**config.mk**
```make
export PLATFORM = sky130hd
export DESIGN_NAME = sram_arbiter
export DESIGN_NICKNAME = d
export VERILOG_FILES = /design/src/rtl/sram_pkg.sv /design/src/rtl/sram_rr_arbiter.sv /design/src/rtl/sram_arbiter.sv
export SDC_FILE = /design/constraint.sdc
export NUM_CORES = 1
export LEC_CHECK = 0
export CORE_AREA = 2 2 98 100
export CTS_BUF_LIST = sky130_fd_sc_hd__clkbuf_4 sky130_fd_sc_hd__clkbuf_8
export CTS_CLUSTER_DIAMETER = 40
export CTS_CLUSTER_SIZE = 16
export DETAILED_ROUTE_END_ITERATION = 7
export DIE_AREA = 0 0 100 102
export HOLD_SLACK_MARGIN = 0.1
export PLACE_DENSITY_LB_ADDON = 0.1
export SLEW_MARGIN = 30
export SYNTH_ARGS = -nofsm -noshare
export SYNTH_HDL_FRONTEND = slang
export SYNTH_SLANG_ARGS = --single-unit
```
**constraint.sdc**
```tcl
create_clock -name clk -period 5.2 [get_ports clk]
set_clock_uncertainty 0.05 [all_clocks]
set_input_delay 0.52 -clock clk [delete_from_list [all_inputs] [get_ports clk]]
set_output_delay 0.52 -clock clk [all_outputs]
set_load 0.01 [all_outputs]
```
**src/rtl/sram_pkg.sv**
```systemverilog
// ============================================================================
// Module   : sram_pkg
// Purpose  : Shared types and constants for the two-port SRAM arbiter.
// Revision : 1.0 - initial release
// ============================================================================
`default_nettype none

package sram_pkg;

  localparam int SRAM_ADDR_W    = 7;
  localparam int SRAM_DEPTH     = 128;
  localparam int BYTES_PER_WORD = 4;
  localparam int SRAM_DATA_W    = 32;

  // Sequencer states: one request in flight, no overlap.
  typedef enum logic [1:0] {
    IDLE  = 2'd0,
    SETUP = 2'd1,
    PULSE = 2'd2,
    RESP  = 2'd3
  } state_e;

  // Requester identity; also the encoding of the last-grant register.
  typedef enum logic {
    PORT_FETCH = 1'b0,
    PORT_DATA  = 1'b1
  } port_e;

  // Request as seen at the accept point, after port selection.
  typedef struct packed {
    logic [31:0]               addr;
    logic                      we;
    logic [BYTES_PER_WORD-1:0] wmask;
    logic [SRAM_DATA_W-1:0]    wdata;
  } req_t;

endpackage

`default_nettype wire

```
**src/rtl/sram_rr_arbiter.sv**
```systemverilog
// ============================================================================
// Module   : sram_rr_arbiter
// Purpose  : Two-way round-robin grant. Grants are combinational; the
//            last-grant register only advances on an accepted request.
// Revision : 1.0 - initial release
// ============================================================================
`default_nettype none

module sram_rr_arbiter
  import sram_pkg::*;
(
  input  logic clk,
  input  logic rst_n,
  input  logic en_i,          // grants only issued while the sequencer is idle
  input  logic req_fetch_i,
  input  logic req_data_i,
  input  logic accept_i,      // a grant was taken this cycle
  output logic gnt_fetch_o,
  output logic gnt_data_o
);

  port_e last_grant_q;
  port_e last_grant_d;

  // Grant selection: a lone requester wins; on contention the port that
  // did not win last time goes first.
  always_comb begin
    gnt_fetch_o = 1'b0;
    gnt_data_o  = 1'b0;
    if (en_i) begin
      if (req_fetch_i && req_data_i) begin
        if (last_grant_q == PORT_FETCH) begin
          gnt_data_o = 1'b1;
        end else begin
          gnt_fetch_o = 1'b1;
        end
      end else begin
        gnt_fetch_o = req_fetch_i;
        gnt_data_o  = req_data_i;
      end
    end
  end

  // Next last-grant value: follows whichever port was actually accepted.
  always_comb begin
    last_grant_d = last_grant_q;
    if (accept_i) begin
      last_grant_d = gnt_data_o ? PORT_DATA : PORT_FETCH;
    end
  end

  // Last-grant register; reset makes data the first winner on contention.
  always_ff @(posedge clk or negedge rst_n) begin
    if (!rst_n) begin
      last_grant_q <= PORT_FETCH;
    end else begin
      last_grant_q <= last_grant_d;
    end
  end

endmodule

`default_nettype wire

```
**src/rtl/sram_arbiter.sv**
```systemverilog
// ============================================================================
// Module   : sram_arbiter
// Purpose  : Shares a pulse-triggered, byte-maskable SRAM between the fetch
//            (read-only) and data ports. Each accepted request walks
//            IDLE -> SETUP -> PULSE -> RESP and answers three cycles later.
// Revision : 1.0 - initial release
// ============================================================================
`default_nettype none

module sram_arbiter
  import sram_pkg::*;
#(
  parameter int          ADDR_W    = SRAM_ADDR_W,
  parameter int          DATA_W    = SRAM_DATA_W,
  parameter logic [31:0] BASE_ADDR = 32'h0000_0000
) (
  input  logic                clk,
  input  logic                rst_n,
  // fetch port
  input  logic                if_req_valid,
  output logic                if_req_ready,
  input  logic [31:0]         if_req_addr,
  output logic                if_rsp_valid,
  output logic [DATA_W-1:0]   if_rsp_rdata,
  output logic                if_rsp_err,
  // data port
  input  logic                d_req_valid,
  output logic                d_req_ready,
  input  logic [31:0]         d_req_addr,
  input  logic                d_req_we,
  input  logic [DATA_W/8-1:0] d_req_wmask,
  input  logic [DATA_W-1:0]   d_req_wdata,
  output logic                d_rsp_valid,
  output logic [DATA_W-1:0]   d_rsp_rdata,
  output logic                d_rsp_err,
  // SRAM macro
  output logic [ADDR_W-1:0]   sram_addr_sel,
  output logic [DATA_W/8-1:0] sram_byte_sel,
  output logic                sram_read_pulse,
  output logic                sram_write_pulse,
  output logic [DATA_W-1:0]   sram_datain,
  input  logic [DATA_W-1:0]   sram_dataout,
  output logic                busy
);

  localparam int BE_W = DATA_W / 8;

  state_e              state_q;
  state_e              state_d;

  logic                w_gnt_fetch;
  logic                w_gnt_data;
  logic                w_accept;
  req_t                w_req;
  logic [30:0]         w_word_diff;
  logic                w_fault;
  logic [ADDR_W-1:0]   w_idx;
  logic                w_do_pulse;
  logic                w_rd_ok;

  port_e               port_q;
  logic                fault_q;
  logic                we_q;
  logic [BE_W-1:0]     wmask_q;
  logic [ADDR_W-1:0]   addr_q;
  logic [BE_W-1:0]     bsel_q;
  logic [DATA_W-1:0]   datain_q;

  sram_rr_arbiter u_rr (
    .clk         (clk),
    .rst_n       (rst_n),
    .en_i        (state_q == IDLE),
    .req_fetch_i (if_req_valid),
    .req_data_i  (d_req_valid),
    .accept_i    (w_accept),
    .gnt_fetch_o (w_gnt_fetch),
    .gnt_data_o  (w_gnt_data)
  );

  // A grant already implies the granted port is valid, so grant == accept.
  assign if_req_ready = w_gnt_fetch;
  assign d_req_ready  = w_gnt_data;
  assign w_accept     = w_gnt_fetch | w_gnt_data;

  // Present the granted port's request in a common shape; fetch never writes.
  always_comb begin
    w_req = '0;
    if (w_gnt_data) begin
      w_req.addr  = d_req_addr;
      w_req.we    = d_req_we;
      w_req.wmask = d_req_wmask;
      w_req.wdata = d_req_wdata;
    end else begin
      w_req.addr  = if_req_addr;
    end
  end

  // Word offset from the base. Working on word addresses keeps the borrow
  // bit as the below-base flag and leaves the upper bits as the range check.
  assign w_word_diff = {1'b0, w_req.addr[31:2]} - {1'b0, BASE_ADDR[31:2]};
  assign w_fault     = (|w_req.addr[1:0]) | w_word_diff[30] | (|w_word_diff[29:ADDR_W]);
  assign w_idx       = w_word_diff[ADDR_W-1:0];

  // Request capture on accept. The SRAM bus only moves for good requests so
  // a faulted access never disturbs the macro inputs.
  always_ff @(posedge clk or negedge rst_n) begin
    if (!rst_n) begin
      port_q   <= PORT_FETCH;
      fault_q  <= 1'b0;
      we_q     <= 1'b0;
      wmask_q  <= '0;
      addr_q   <= '0;
      bsel_q   <= '0;
      datain_q <= '0;
    end else if (w_accept) begin
      port_q  <= w_gnt_data ? PORT_DATA : PORT_FETCH;
      fault_q <= w_fault;
      we_q    <= w_req.we;
      wmask_q <= w_req.wmask;
      if (!w_fault) begin
        addr_q   <= w_idx;
        bsel_q   <= w_req.we ? w_req.wmask : {BE_W{1'b1}};
        datain_q <= w_req.wdata;
      end
    end
  end

  assign sram_addr_sel = addr_q;
  assign sram_byte_sel = bsel_q;
  assign sram_datain   = datain_q;
  assign busy          = (state_q != IDLE);

  // A zero-mask write is legal but has nothing to store, so it skips the pulse.
  assign w_do_pulse = !fault_q && (!we_q || (|wmask_q));
  assign w_rd_ok    = !fault_q && !we_q;

  // Sequencer state register.
  always_ff @(posedge clk or negedge rst_n) begin
    if (!rst_n) begin
      state_q <= IDLE;
    end else begin
      state_q <= state_d;
    end
  end

  // Next state and state-decoded outputs; pulses and responses come straight
  // from the state so an asynchronous reset removes them at once.
  always_comb begin
    state_d          = state_q;
    sram_read_pulse  = 1'b0;
    sram_write_pulse = 1'b0;
    if_rsp_valid     = 1'b0;
    if_rsp_rdata     = '0;
    if_rsp_err       = 1'b0;
    d_rsp_valid      = 1'b0;
    d_rsp_rdata      = '0;
    d_rsp_err        = 1'b0;
    case (state_q)
      IDLE: begin
        if (w_accept) begin
          state_d = SETUP;
        end
      end
      SETUP: begin
        state_d = PULSE;
      end
      PULSE: begin
        sram_read_pulse  = w_do_pulse && !we_q;
        sram_write_pulse = w_do_pulse && we_q;
        state_d          = RESP;
      end
      RESP: begin
        if (port_q == PORT_DATA) begin
          d_rsp_valid = 1'b1;
          d_rsp_err   = fault_q;
          d_rsp_rdata = w_rd_ok ? sram_dataout : '0;
        end else begin
          if_rsp_valid = 1'b1;
          if_rsp_err   = fault_q;
          if_rsp_rdata = w_rd_ok ? sram_dataout : '0;
        end
        state_d = IDLE;
      end
      default: begin
        state_d = IDLE;
      end
    endcase
  end

endmodule

`default_nettype wire

```
Yosys cells after proc, flatten, opt, wreduce, memory -nomap -nowiden
Index checks and enable logic that the tools add are counted.
{"block": "totals", "out_inout_bits": 116, "regBits": 52}
{"block": "op_classes", "n_eq_ne": 4, "n_reduce_logical": 14, "mux": 25, "bitwise": 3}
{"op": "32-bit 2-to-1 mux", "n": 6}
{"op": "37-bit 2-to-1 mux", "n": 1}
{"op": "23-bit OR reduction", "n": 1}
{"op": "1-bit 2-to-1 mux", "n": 15}
{"op": "2-bit case mux with 4 select lines", "n": 1}
{"op": "1-bit logical AND", "n": 5}
{"op": "2-bit == test, second input constant", "n": 2}
{"op": "4-bit 2-to-1 mux", "n": 1}
{"op": "4-bit OR reduction", "n": 1}
{"op": "2-bit by 1-bit == test with 1-bit output, second input constant", "n": 1}
{"op": "1-bit logical NOT", "n": 2}
{"op": "2-bit logical NOT", "n": 1}
{"op": "2-bit 2-to-1 mux", "n": 1}
{"op": "2-bit inequality test, second input constant", "n": 1}
{"op": "1-bit bitwise OR", "n": 2}
{"op": "2-bit AND reduction", "n": 1}
{"op": "2-bit nonzero test", "n": 1}
{"op": "2-bit OR reduction", "n": 1}
{"op": "1-bit logical OR", "n": 1}
{"op": "1-bit inverter", "n": 1}

Longest topological paths before layout
Gate-level depths: netlist (run 1).
{"block": "logic_depth", "depth_word": 8, "depth_mapped": 9, "depth_no_buf": 7}

By module
From an unflattened synthesis (run 1), not the netlist that was laid out.
{"block": "unflattened", "hier_cells": 319, "hier_area_um2": 2987.9}
{"module": "sram_arbiter", "cells_each": 311, "area_per_inst_um2": 2922.8, "seq_area_each_um2": 1301.2, "instances": 1}
{"module": "sram_rr_arbiter", "cells_each": 8, "area_per_inst_um2": 65.1, "seq_area_each_um2": 25.0, "instances": 1}

Worst setup path after synthesis (run 1)
Ideal clock, no wire load.
{"block": "synth_timing", "path_kind": "flip-flop to flip-flop", "from": "reg state_q[0]", "to": "reg addr_q[0] (netlist: sram_addr_sel[0])", "t_arrival_ns": 1.948, "period_less_slack_ns": 2.124, "t_required_ns": 5.025, "n_path_buf": 2, "path_stages_with_launch": 10, "slack_ns": 3.076, "path_cell_list": "dfrtp_1 inv_1 ha_1 and2_1 and2_1 buf_6 nor4_2 o21bai_2 buf_6 mux2_4"}
{"block": "synth_between", "elab_chain_cells": 7, "word_cells_on_any_way": 10, "cone_classes": "mux (3); bitwise (3); reduce/logical (4)"}
{"element": "start, declared", "line": "sram_arbiter.sv:48", "text": "state_e state_q;"}
{"element": "start signal, assigned", "line": "sram_arbiter.sv:142", "text": "state_q <= state_d;"}
{"element": "2-bit logical NOT *", "line": "sram_arbiter.sv:72", "text": ".en_i (state_q == IDLE),"}
{"element": "1-bit 2-to-1 mux", "line": "sram_rr_arbiter.sv:30", "text": "if (en_i) begin"}
{"element": "32-bit 2-to-1 mux", "line": "sram_arbiter.sv:88", "text": "if (w_gnt_data) begin"}
{"element": "23-bit OR reduction / 2-bit OR reduction (equally long branches)", "line": "sram_arbiter.sv:101", "text": "assign w_fault = (|w_req.addr[1:0]) | w_word_diff[30] | (|w_word_diff[29:ADDR_W]);"}
{"element": "1-bit bitwise OR", "line": "sram_arbiter.sv:101"}
{"element": "1-bit inverter (no source line)"}
{"element": "2-bit AND reduction (no source line)"}
{"element": "end signal, assigned", "line": "sram_arbiter.sv:121", "text": "addr_q <= w_idx;"}
{"element": "end, declared", "line": "sram_arbiter.sv:65", "text": "logic [ADDR_W-1:0] addr_q;"}
Mark *: on every way between the ends. The rest lies on a longest branch, timed or not.
A chain may end at the register's enable or synchronous reset.

Worst setup path after layout (run 1)
{"block": "layout_timing", "from": "reg state_q[1]", "to": "out if_rsp_rdata[8]"}
{"block": "layout_between", "elab_chain_cells": 2}
{"element": "2-bit == test", "line": "sram_arbiter.sv:158", "text": "case (state_q)"}
{"element": "32-bit 2-to-1 mux", "line": "sram_arbiter.sv:158"}
{"element": "end, declared", "line": "sram_arbiter.sv:24", "text": "output logic [DATA_W-1:0] if_rsp_rdata,"}
Every way passes these cells.

==> metrics.md, run 1 <==
| Metric | Value |
|---|---|
| Outcome | finished clean |
| Layout cells sized above 1 | 0.07677 |
| Via count of the first global-routing pass | 2750 |
| Master of the slowest instance on the critical path | nor3b_2 |
| Number of top-level pins | around 250 |
| Combinational cell fraction of total power | 0.315 |
| Share of the yosys chip area belonging to registers | 0.4822 |
| Distinct cell type count of the synthesized netlist | 27 |
| Net switching power | 277.6 uW |
| Launching point of the worst reg2reg path | state_q[0] |
| Mean post-synth cell area | 11.02 sq um |
| Fraction of the cycle the final worst path needs | 0.6201 |
| H-tree levels | 2 |
| Synth-to-layout area growth | 101.9% |
| Overflow left after global routing | 0 |
| Minimum period implied by the final worst setup slack | approximately 3.2 ns |
| Final std cell area, no fill | 5450 sq um |
| Count of pins over their slew limit | 0 |
| CTS tree | done |
| Setup repair after global routing missed its margin | no |
| Crit path buffers/inverters | 2 |
| Synthesized Nets | 386 |
| Placed instance area | ~5400 sq um |
| Compound-gate portion of the synthesized area | 0.1363 |
| Largest net degree at the start of global routing | 53 |
| Critical Path End Type | output pin |
| Critical path startpoint category | flip-flop |
| Root Buffer | clkbuf_8 |
| Setup-violating endpoint count in the final report | 0 |
| Number of hold-slack violations in the final timing report | 0 |
| Half-perimeter wire length after placement | about 7600 um |
| Global-route wire length before repair | 14320 um |
| CTS sink cnt | 52 |
| GR Util All Layers | 0.1753 |
| Worst reg-to-reg setup slack | about 2.5 ns |
| Sw Share | 0.2788 |
| Number of routed nets with antenna violations | 0 |
| Vias per inst | 4.602 |
| Min-Delay Path Class | primary input to async pin |
| Number of optimization iterations in the first detailed-route pass | 4 |
| Maximum capacitance violations | 0 |
| Multiplexer area fraction after synthesis | 0.08901 |
| Clock insertion delay at the later pin of the skew report | approximately 0.30 ns |
| Fraction of the mapped netlist area in simple logic gates | 0.2378 |
| Weighted congestion reported at the end of routability-driven placement | 0.7142 |
| Synth Area in Adders | 0.01854 |
| Post-route DRC violation count | 0 |
| Final design utilization | 0.5984 |
| Actual slew at the worst max-slew pin | between 0.6 and 0.7 ns |
| Cts bufs inserted | 5 |
| Commonest non-fill, non-tap cell in the layout | clkdlybuf4s50_1 |
| Kind of critical path | flip-flop to output pin |
| Maximum clock frequency | around 0.31 GHz |
| N_diodes | 0 |
| Cell area power density | 182.7 nW/um^2 |
| Clock share of power | 0.223 |
| Number of rows in the core area | 35 |
| Portion of total power attributed to sequential cells | 0.462 |
| Register bit count reported by yosys | 52 |
| Drt first-iter violations | 84 |
| Cells resized by post-CTS repair | 0 |
| Vias | 2789 |
| Post-CTS repair timing setup buffer count | 0 |
| Synth Instances | 245 |
| Effective utilization at floorplan | 0.2963 |
| Xor/xnor cell area share of the yosys netlist | 0 |
| Fillcell total | 805 |
| Internal power consumption | 718.1 uW |
| Max-slew headroom at the worst pin | 0.5376 |
| DIE AREA | 10200 sq um |
| Net count reported at finish | 636 |
| Floorplan core area | 9109 sq um |
| Total negative setup slack | 0 ns |
| Worst-path cell chain | ha_1 -> nor2b_1 -> nor3b_2 -> buf_4 -> and2_1 -> clkdlybuf4s50_1 |
| PortBufs | ~250 |
| Highest-count cells in the layout ignoring fill and taps | 251 x clkdlybuf4s50_1, 67 x and2_1, 52 x dfrtp_1 |
| Data arrival, critical path | 2.65 ns |
| Worst path max stage delay | 0.61 ns |
| Cell class contributing the biggest share of worst-path delay | simple AND/OR/NAND/NOR gates |
| Number of antenna violations at the first check in global routing | 0 |
| Maximum ir drop on the vdd rail | 0.1084 mV |
| Longest Clk Path Bufs | 2 |
| Die width | about 100 um |
| Required time of the critical path | about 4.6 ns |
| Largest fanout on the critical path | 17 |
| Number of hold buffers added after cts | 0 |
| Vertical extent of the die | 102 um |
| Average wire length per cell after detail routing | 15.59 um |
| Total Routed Length | 9448 um |
| Setup slack after placement | 2.158 ns |
| Combinational family with the most area after synthesis | simple AND/OR/NAND/NOR gates |
| CTS clock-pin slew for the worst setup and hold paths | 0.10 ns |
| Crit path setup slack, layout | roughly 2.0 ns |
| Hold slack | between 0.2 and 0.3 ns |
| Leakage | 0.002299 uW |
| Summed instance area of the synthesized netlist | 2699 sq um |
| Path depth of the worst reg2reg path | 9 |
| Number of synthesis warnings | 0 |
| Worst r2r dst | sram_byte_sel[3] |
==> how the worst max path moves through the flow <==
stage	cells past startpoint	end	start
2_1_floorplan	9	sram_addr_sel[0]	state_q[0]
3_3_place_gp	7	sram_byte_sel[0]	d_req_valid
3_5_place_dp	8	sram_addr_sel[5]	d_req_addr[13]
4_1_cts	6	if_rsp_rdata[12]	state_q[1]
5_1_grt	6	if_rsp_rdata[8]	state_q[1]
6_report	6	if_rsp_rdata[8]	state_q[1]
==> power groups by stage <==
stage | clock network (uW) | registers, uW | logic, uW
6_report | 222 | 460 | 314
5_1_grt | 247 | 465 | 345
4_1_cts | 229 | 461 | 319
2_1_floorplan | 0 | 460 | 136
3_5_place_dp | 0 | 468 | 317
3_3_place_gp | 0 | 467 | 312
==> through the flow <==
| stage | std cells | power (uW) |
|---|---|---|
| after floorplan | 245 | 595.9 |
| after global placement | 598 | 779.0 |
| after detailed placement | 599 | 784.9 |
| after CTS | 606 | 1008 |
| after global routing | 606 | 1056 |
| final | 606 | 995.7 |
==> registers in the layout, indices dropped and copies added, names as in the netlist <==
register and count:
u_rr.last_grant_q 1, state_q 2, sram_addr_sel 7, sram_datain 32, we_q 1, fault_q 1, wmask_q 4, sram_byte_sel 4
==> layer usage <==
layer  vias up  share of wire  global-route usage  wire length (um)
met5         -              0                   0                 0
met4         0          0.023             0.05163               217
met3        16          0.087             0.04856               822
li1       1365              -                   -                 -
met1      1271           0.40              0.2151              3802
met2       137           0.49              0.3035              4605
==> cell families (layout without fill, tap and decap cells) <==
logic type                 count (synthesis)  in the layout
and+or+nand+nor                          105            105
DFF                                       52             52
buffers and inverters                     21            271
AOI/OAI and AO/OA                         44             44
adders and majority gates                  4              4
muxes                                     19             19
==> cell usage after synthesis <==
| cell type | instances | area (sq um) |
|---|---|---|
| nand4_1 | 2 | 12.51 |
| o21ai_0 | 3 | 15.01 |
| a22o_1 | 37 | 324.1 |
| ha_1 | 4 | 50.05 |
| a21boi_0 | 1 | 7.510 |
| o21ai_1 | 1 | 5.000 |
| and2_1 | 67 | 419.2 |
| buf_2 | 3 | 15.01 |
| nor3b_1 | 2 | 15.01 |
| mux2_4 | 7 | 105.1 |
| nor3_2 | 1 | 10.01 |
| a21oi_1 | 1 | 5.000 |
| nand3b_1 | 4 | 30.03 |
| clkbuf_1 | 10 | 37.54 |
| buf_6 | 2 | 22.52 |
| o21bai_2 | 1 | 11.26 |
| nor3_1 | 3 | 15.01 |
| dfrtp_1 | 52 | 1301 |
| inv_1 | 6 | 22.52 |
| mux2_2 | 12 | 135.1 |
| nor4_1 | 11 | 68.82 |
| nand2_1 | 8 | 30.03 |
| nor4_2 | 1 | 12.51 |
| nand3_1 | 1 | 5.000 |
| nor2b_1 | 1 | 6.260 |
| or3_1 | 1 | 6.260 |
| nor2_1 | 3 | 11.26 |
==> final cells by class <==
| cell class | instances | area, sq um | share of cell area |
|---|---|---|---|
| clock buffer | 5 | 68.82 | 0.01263 |
| inverter | 6 | 22.52 | 0.004132 |
| sequential | 52 | 1301 | 0.2388 |
| multi-input combinational | 172 | 1324 | 0.2429 |
| timing repair buffer | 258 | 2582 | 0.4738 |
| tap | 111 | 138.9 | 0.02548 |
| clock inverter | 2 | 12.51 | 0.002296 |
No activity file was read; power rests on OpenSTA's default activity.
==> inputs of run 2 (changes only) <==
--- a/config.mk
+++ b/config.mk
@@ -5,12 +5,12 @@
 export SDC_FILE = /design/constraint.sdc
 export NUM_CORES = 1
 export LEC_CHECK = 0
-export CORE_AREA = 2 2 98 100
+export CORE_MARGIN = 2
+export CORE_UTILIZATION = 31
 export CTS_BUF_LIST = sky130_fd_sc_hd__clkbuf_4 sky130_fd_sc_hd__clkbuf_8
 export CTS_CLUSTER_DIAMETER = 40
 export CTS_CLUSTER_SIZE = 16
 export DETAILED_ROUTE_END_ITERATION = 7
-export DIE_AREA = 0 0 100 102
 export HOLD_SLACK_MARGIN = 0.1
 export PLACE_DENSITY_LB_ADDON = 0.1
 export SLEW_MARGIN = 30
==> constraint.sdc (replaced) <==
create_clock -name clk -period 3.12 [get_ports clk]
set_clock_uncertainty 0.05 [all_clocks]
set_input_delay 0.312 -clock clk [delete_from_list [all_inputs] [get_ports clk]]
set_output_delay 0.312 -clock clk [all_outputs]
set_load 0.01 [all_outputs]
==> metrics.md, run 2 (synthesis gave the netlist of run 1 again) <==
| Metric | Value |
|---|---|
| Critical Path End Type | output pin |
| Cell area power density | 308.3 nW/um^2 (+69%) |
| H-tree levels | 2 (unchanged) |
| Highest-count cells in the layout ignoring fill and taps | 251 x clkdlybuf4s50_1, 67 x and2_1, 52 x dfrtp_1 |
| Clock share of power | 0.228 (+0.005) |
| Number of optimization iterations in the first detailed-route pass | 4 (unchanged) |
| Effective utilization at floorplan | 0.3141 (+0.01777) |
| Actual slew at the worst max-slew pin | 0.6567 ns (-0.03396 ns) |
| Portion of total power attributed to sequential cells | 0.452 (-0.010) |
| Net switching power | 474.9 uW (+71%) |
| Largest fanout on the critical path | 17 (unchanged) |
| Overflow left after global routing | 0 (unchanged) |
| Maximum ir drop on the vdd rail | 0.2127 mV (+96%) |
| Average wire length per cell after detail routing | 15.84 um (+1.6%) |
| Max-slew headroom at the worst pin | 0.5622 (+0.02465) |
| Total negative setup slack | 0 ns (unchanged) |
| Longest Clk Path Bufs | 2 (unchanged) |
| Fraction of the cycle the final worst path needs | 0.8357 |
| Worst reg-to-reg setup slack | 0.79 ns (-1.75 ns) |
| Data arrival, critical path | 2.25 ns (-0.40 ns) |
| Vertical extent of the die | 97.31 um (-4.6%) |
| Outcome | finished clean |
| Critical path startpoint category | flip-flop |
| Kind of critical path | flip-flop to output pin |
| Tot Pwr | 1695 uW (+70%) |
| Worst path max stage delay | 0.59 ns (-0.02 ns) |
| Layout cells sized above 1 | 0.08032 (+0.003554) |
| Setup repair after global routing missed its margin | no |
| CTS clock-pin slew for the worst setup and hold paths | 0.09 ns (about the same) |
| Via count of the first global-routing pass | 3009 (+9.4%) |
| Number of hold-slack violations in the final timing report | 0 (unchanged) |
| Number of routed nets with antenna violations | 0 (unchanged) |
| Count of pins over their slew limit | 0 (unchanged) |
| PortBufs | 252 (unchanged) |
| Minimum period implied by the final worst setup slack | around 2.6 ns |
| Root Buffer | clkbuf_8 |
| Number of top-level pins | 253 (unchanged) |
| Worst-path cell chain | inv_1 -> ha_1 -> and2_1 -> and2_1 -> buf_4 -> clkdlybuf4s50_1 |
| Drt first-iter violations | 80 (-4.8%) |
| Master of the slowest instance on the critical path | clkdlybuf4s50_1 |
| Die width | 97.31 um (-2.7%) |
| Commonest non-fill, non-tap cell in the layout | clkdlybuf4s50_1 |
| Number of antenna violations at the first check in global routing | 0 (unchanged) |
| Crit path buffers/inverters | 3 (+1) |
| Cts bufs inserted | 5 (unchanged) |
| Internal power consumption | 1220 uW (+70%) |
| CTS sink cnt | 52 (unchanged) |
| N_diodes | 0 (unchanged) |
| Maximum clock frequency | roughly 0.38 GHz |
| Vias | 2857 (+2.4%) |
| DIE AREA | 9468 sq um (-7.2%) |
| Min-Delay Path Class | flip-flop to flip-flop |
| Largest register FFs | 32 (unchanged) |
| Synth-to-layout area growth | 103.7% |
| Most frequent cell on the critical path | and2_1 |
| Required time of the critical path | 2.76 ns (-1.87 ns) |
| Cells resized by post-CTS repair | 0 (unchanged) |
| Number of rows in the core area | 34 (-2.9%) |
| Post-route DRC violation count | 0 (unchanged) |
| Leakage | 0.002323 uW (+1.0%) |
| Vias per inst | 4.715 (+2.4%) |
| Global-route wire length before repair | 15370 um (+7.3%) |
| Floorplan core area | 8593 sq um (-5.7%) |
| Final design utilization | 0.6398 (+0.04143) |
| Sw Share | 0.2802 (+0.001345) |
| Clock insertion delay at the later pin of the skew report | 0.28 ns (-0.02 ns) |
| Weighted congestion reported at the end of routability-driven placement | 0.7649 (+7.1%) |
| Largest net degree at the start of global routing | 53 (unchanged) |
| Net count reported at finish | 638 (+0.31%) |
| Cell class contributing the biggest share of worst-path delay | buffers and inverters |
| Half-perimeter wire length after placement | 7722 um (+1.3%) |
| Combinational cell fraction of total power | 0.320 (+0.005) |
| CTS tree | done |
| Total Routed Length | 9602 um (+1.6%) |
| GR Util All Layers | 0.1982 (+0.02290) |
| Maximum capacitance violations | 0 (unchanged) |
| Setup-violating endpoint count in the final report | 0 (unchanged) |
-- run 2: final timing paths --
path	cells past startpoint	from	to
setup / recovery	6	state_q[0]	d_req_ready
hold / removal	1	sram_datain[23]	sram_datain[23]
setup reg to reg	9	state_q[0]	sram_byte_sel[1]
hold reg to reg	1	sram_datain[23]	sram_datain[23]
max in group asynchronous	2	rst_n	wmask_q[1]
min in group asynchronous	2	rst_n	sram_byte_sel[0]
-- run 2: timing repair --
action / 4_1_cts / 5_1_grt
hold buffers: 1 / 0
buffers inserted: 0 / 0
hold endpoints to repair: 52 / 0
-- run 2: stage by stage --
step,std cells,instance area [sq um],setup WS (ns),hold slack (ns)
after floorplan,245,2699,0.9964,-0.03359
after global placement,595,5338,0.4083,0.4338
after detailed placement,597,5395,0.5402,0.3447
after CTS,606,5498,0.4781,0.4609
after global routing,606,5498,0.2681,0.4685
final,606,5498,0.5125,0.4550
-- run 2: power groups by stage --
| stage | logic, uW | registers, uW | clock network, uW |
|---|---|---|---|
| after global routing | 592 | 774 | 432 |
| after detailed placement | 543 | 779 | 0 |
| final | 542 | 765 | 387 |
| after floorplan | 226 | 767 | 0 |
| after global placement | 529 | 777 | 0 |
| after CTS | 549 | 766 | 400 |
-- run 2: final cells by class --
type,instances,area (sq um)
clock buffer,6,76.32
clock inverter,2,16.27
fill,699,3095
inverter,6,22.52
multi-input combinational,172,1324
sequential,52,1301
tap,108,135.1
timing repair buffer,260,2623
-- run 2: per-layer routing --
metal,up-vias,wire length [um],GRT usage
met3,21,685,0.05755
met4,0,236,0.05342
met5,-,0,0
li1,1368,-,-
met2,127,4749,0.3429
met1,1341,3931,0.2424
-- run 2: worst reg2reg max path, stage by stage, from the launching register on --
cell	delay [ns]
dfrtp_1	0.36
inv_1	0.08
ha_1	0.26
and2_1	0.18
and2_1	0.16
nor4_2	0.37
o21bai_4	0.16
buf_16	0.19
buf_16	0.17
mux2_2	0.27
==> inputs of run 3 (changes only) <==
==> constraint.sdc (replaced) <==
create_clock -name clk -period 2.55 [get_ports clk]
set_clock_uncertainty 0.05 [all_clocks]
set_input_delay 0.255 -clock clk [delete_from_list [all_inputs] [get_ports clk]]
set_output_delay 0.255 -clock clk [all_outputs]
set_load 0.01 [all_outputs]
==> metrics.md, run 3 (synthesis gave the netlist of run 1 again) <==
| Metric | Value |
|---|---|
| Vias | 2867 (+0.35%) |
| Vias per inst | 4.700 (-0.31%) |
| Minimum period implied by the final worst setup slack | 2.395 ns |
| Count of pins over their slew limit | 0 (unchanged) |
| N_diodes | 0 (unchanged) |
| Effective utilization at floorplan | 0.3141 (unchanged) |
| Overflow left after global routing | 0 (unchanged) |
| CTS clock-pin slew for the worst setup and hold paths | 0.10 ns (about the same) |
| PortBufs | 252 (unchanged) |
| Number of antenna violations at the first check in global routing | 0 (unchanged) |
| Number of optimization iterations in the first detailed-route pass | 4 (unchanged) |
| Fraction of the cycle the final worst path needs | 0.9394 |
| Worst path max stage delay | 0.54 ns (-0.05 ns) |
| GR Util All Layers | 0.2031 (+0.004822) |
| Vertical extent of the die | 97.31 um (unchanged) |
| Root Buffer | clkbuf_8 |
| Average wire length per cell after detail routing | 16.75 um (+5.7%) |
| Tot Pwr | 2121 uW (+25%) |
| Setup-violating endpoint count in the final report | 0 (unchanged) |
| CTS sink cnt | 52 (unchanged) |
| Met3 Resource Use GR | 0.05468 (-0.002878) |
| Final std cell area, no fill | 5644 sq um (+2.7%) |
| Highest-count cells in the layout ignoring fill and taps | 203 x clkdlybuf4s50_1, 67 x and2_1, 52 x dfrtp_1 |
| Setup slack after placement | 0.1403 ns (-0.3999 ns) |
| Master of the slowest instance on the critical path | clkdlybuf4s50_1 |
| Critical Path End Type | output pin |
| Weighted congestion reported at the end of routability-driven placement | 0.7621 (-0.37%) |
| Most used routing layer | met2 |
| Largest register FFs | 32 (unchanged) |
| Max-slew headroom at the worst pin | 0.5652 (+0.002995) |
| Via count of the first global-routing pass | 2933 (-2.5%) |
| DIE AREA | 9468 sq um (unchanged) |
| Number of hold-slack violations in the final timing report | 0 (unchanged) |
| Commonest non-fill, non-tap cell in the layout | clkdlybuf4s50_1 |
| Outcome | finished clean |
| Crit path setup slack, layout | 0.1546 ns (-0.3579 ns) |
| Launching point of the worst reg2reg path | state_q[1] |
| Critical hold path startpoint | sram_datain[10] |
| Data arrival, critical path | 2.09 ns (-0.16 ns) |
| Cell area power density | 375.8 nW/um^2 (+22%) |
| Worst-path cell chain | ha_2 -> nand2_1 -> nor3_2 -> buf_6 -> and2_1 -> clkdlybuf4s50_1 |
| Half-perimeter wire length after placement | 7854 um (+1.7%) |
| Synth-to-layout area growth | 109.1% |
| Total Routed Length | 10220 um (+6.4%) |
| Clock insertion delay at the later pin of the skew report | 0.31 ns (+0.03 ns) |
| Min-Delay Path Class | flip-flop to flip-flop |
| Largest fanout on the critical path | 32 (+15) |
| Global-route wire length before repair | 15620 um (+1.6%) |
| Number of routed nets with antenna violations | 0 (unchanged) |
| Register area | 1301 sq um (unchanged) |
| Floorplan core area | 8593 sq um (unchanged) |
| H-tree levels | 2 (unchanged) |
| Maximum capacitance violations | 0 (unchanged) |
| Largest net degree at the start of global routing | 53 (unchanged) |
| Maximum clock frequency | 0.4175 GHz |
| Longest Clk Path Bufs | 2 (unchanged) |
| Layout cells sized above 1 | 0.09163 (+0.01131) |
| Multi-input gate area | 1340 sq um (+1.2%) |
| Number of rows in the core area | 34 (unchanged) |
| CTS tree | done |
| Actual slew at the worst max-slew pin | 0.6522 ns (-0.004493 ns) |
| Leakage | 0.003212 uW (+38%) |
| Origin of the worst setup path | state_q[1] |
| Number of top-level pins | 253 (unchanged) |
| Post-route DRC violation count | 0 (unchanged) |
| Required time of the critical path | 2.25 ns (-0.51 ns) |
| Kind of critical path | flip-flop to output pin |
| Placed instance area | 5373 sq um (-0.42%) |
| Fillcell total | 711 (+1.7%) |
| Net count reported at finish | 642 (+0.63%) |
| Maximum ir drop on the vdd rail | 0.2042 mV (-4.0%) |
| Drt first-iter violations | 88 (+10%) |
| Cts bufs inserted | 5 (unchanged) |
| GR Layer Usage met2 | 0.3729 (+0.02991) |
| Critical path startpoint category | flip-flop |
| GR met1 Demand/Resource | 0.2387 (-0.003715) |
| Die width | 97.31 um (unchanged) |
-- run 3: cell types whose count changed in the layout (fill, tap and decap cells not counted), sizes merged --
cell | previous run | this run
clkinvlp | 1 | 0
clkbuf | 6 | 5
inv | 6 | 8
dlymetal6s2s | 0 | 46
clkdlybuf4s50 | 251 | 203
buf | 8 | 12
dlygate4sd2 | 0 | 2
-- run 3: layout make-up --
cell class | instances | area share
repair buffers | 264 | 0.4873
clock buffers | 5 | 0.01219
well taps | 108 | 0.02394
clock inverters | 3 | 0.004655
flip-flops and latches | 52 | 0.2305
multi-input cells | 172 | 0.2374
inverters | 6 | 0.003990
-- run 3: per-stage QoR --
| stage | utilization | instances | TNS, ns | hold WS (ns) |
|---|---|---|---|---|
| finish | 0.6568 | 610 | 0 | 0.4571 |
| global route | 0.6568 | 610 | -0.02895 | 0.4749 |
| CTS | 0.6376 | 607 | 0 | 0.4627 |
| detailed placement | 0.6252 | 598 | 0 | 0.3641 |
| global placement | 0.6252 | 598 | 0 | 0.3619 |
| floorplan | - | 245 | 0 | -0.09059 |
-- run 3: final timing paths --
kind	to	slack [ns]	depth (start not counted)
setup / recovery	d_rsp_rdata[2]	0.15	6
hold / removal	sram_datain[10]	0.46	1
setup reg to reg	sram_addr_sel[2]	0.23	8
hold reg to reg	sram_datain[10]	0.46	1
max in group asynchronous	sram_datain[19]	1.47	3
min in group asynchronous	state_q[0]	0.54	3
-- run 3: power breakdown --
part / switching, uW / internal, uW
clock network: 297 / 202
registers: 62.9 / 887
logic: 264 / 408
total: 624 / 1500
-- run 3: critical path, delay by kind of cell (launching register included) --
kind                     cells  cell delay, ns
adder cells (fa/ha/maj)      1            0.19
AND/OR/NAND/NOR              3            0.41
flip-flops                   1            0.40
buffers and inverters        2            0.77
-- run 3: metal layers --
layer | wire [um] | part of all wire
met5 | 0 | 0
met4 | 67 | 0.0066
met3 | 670 | 0.066
met2 | 5347 | 0.52
met1 | 4132 | 0.40
-- run 3: what timing repair did --
item                                    in CTS  in global routing
gates cloned                                 0                  2
endpoints found under the hold margin       52                  0
hold buffers                                 1                  0
endpoints found under the setup margin      32                 63
buffers inserted                             0                  1
resized for setup                            3                 57
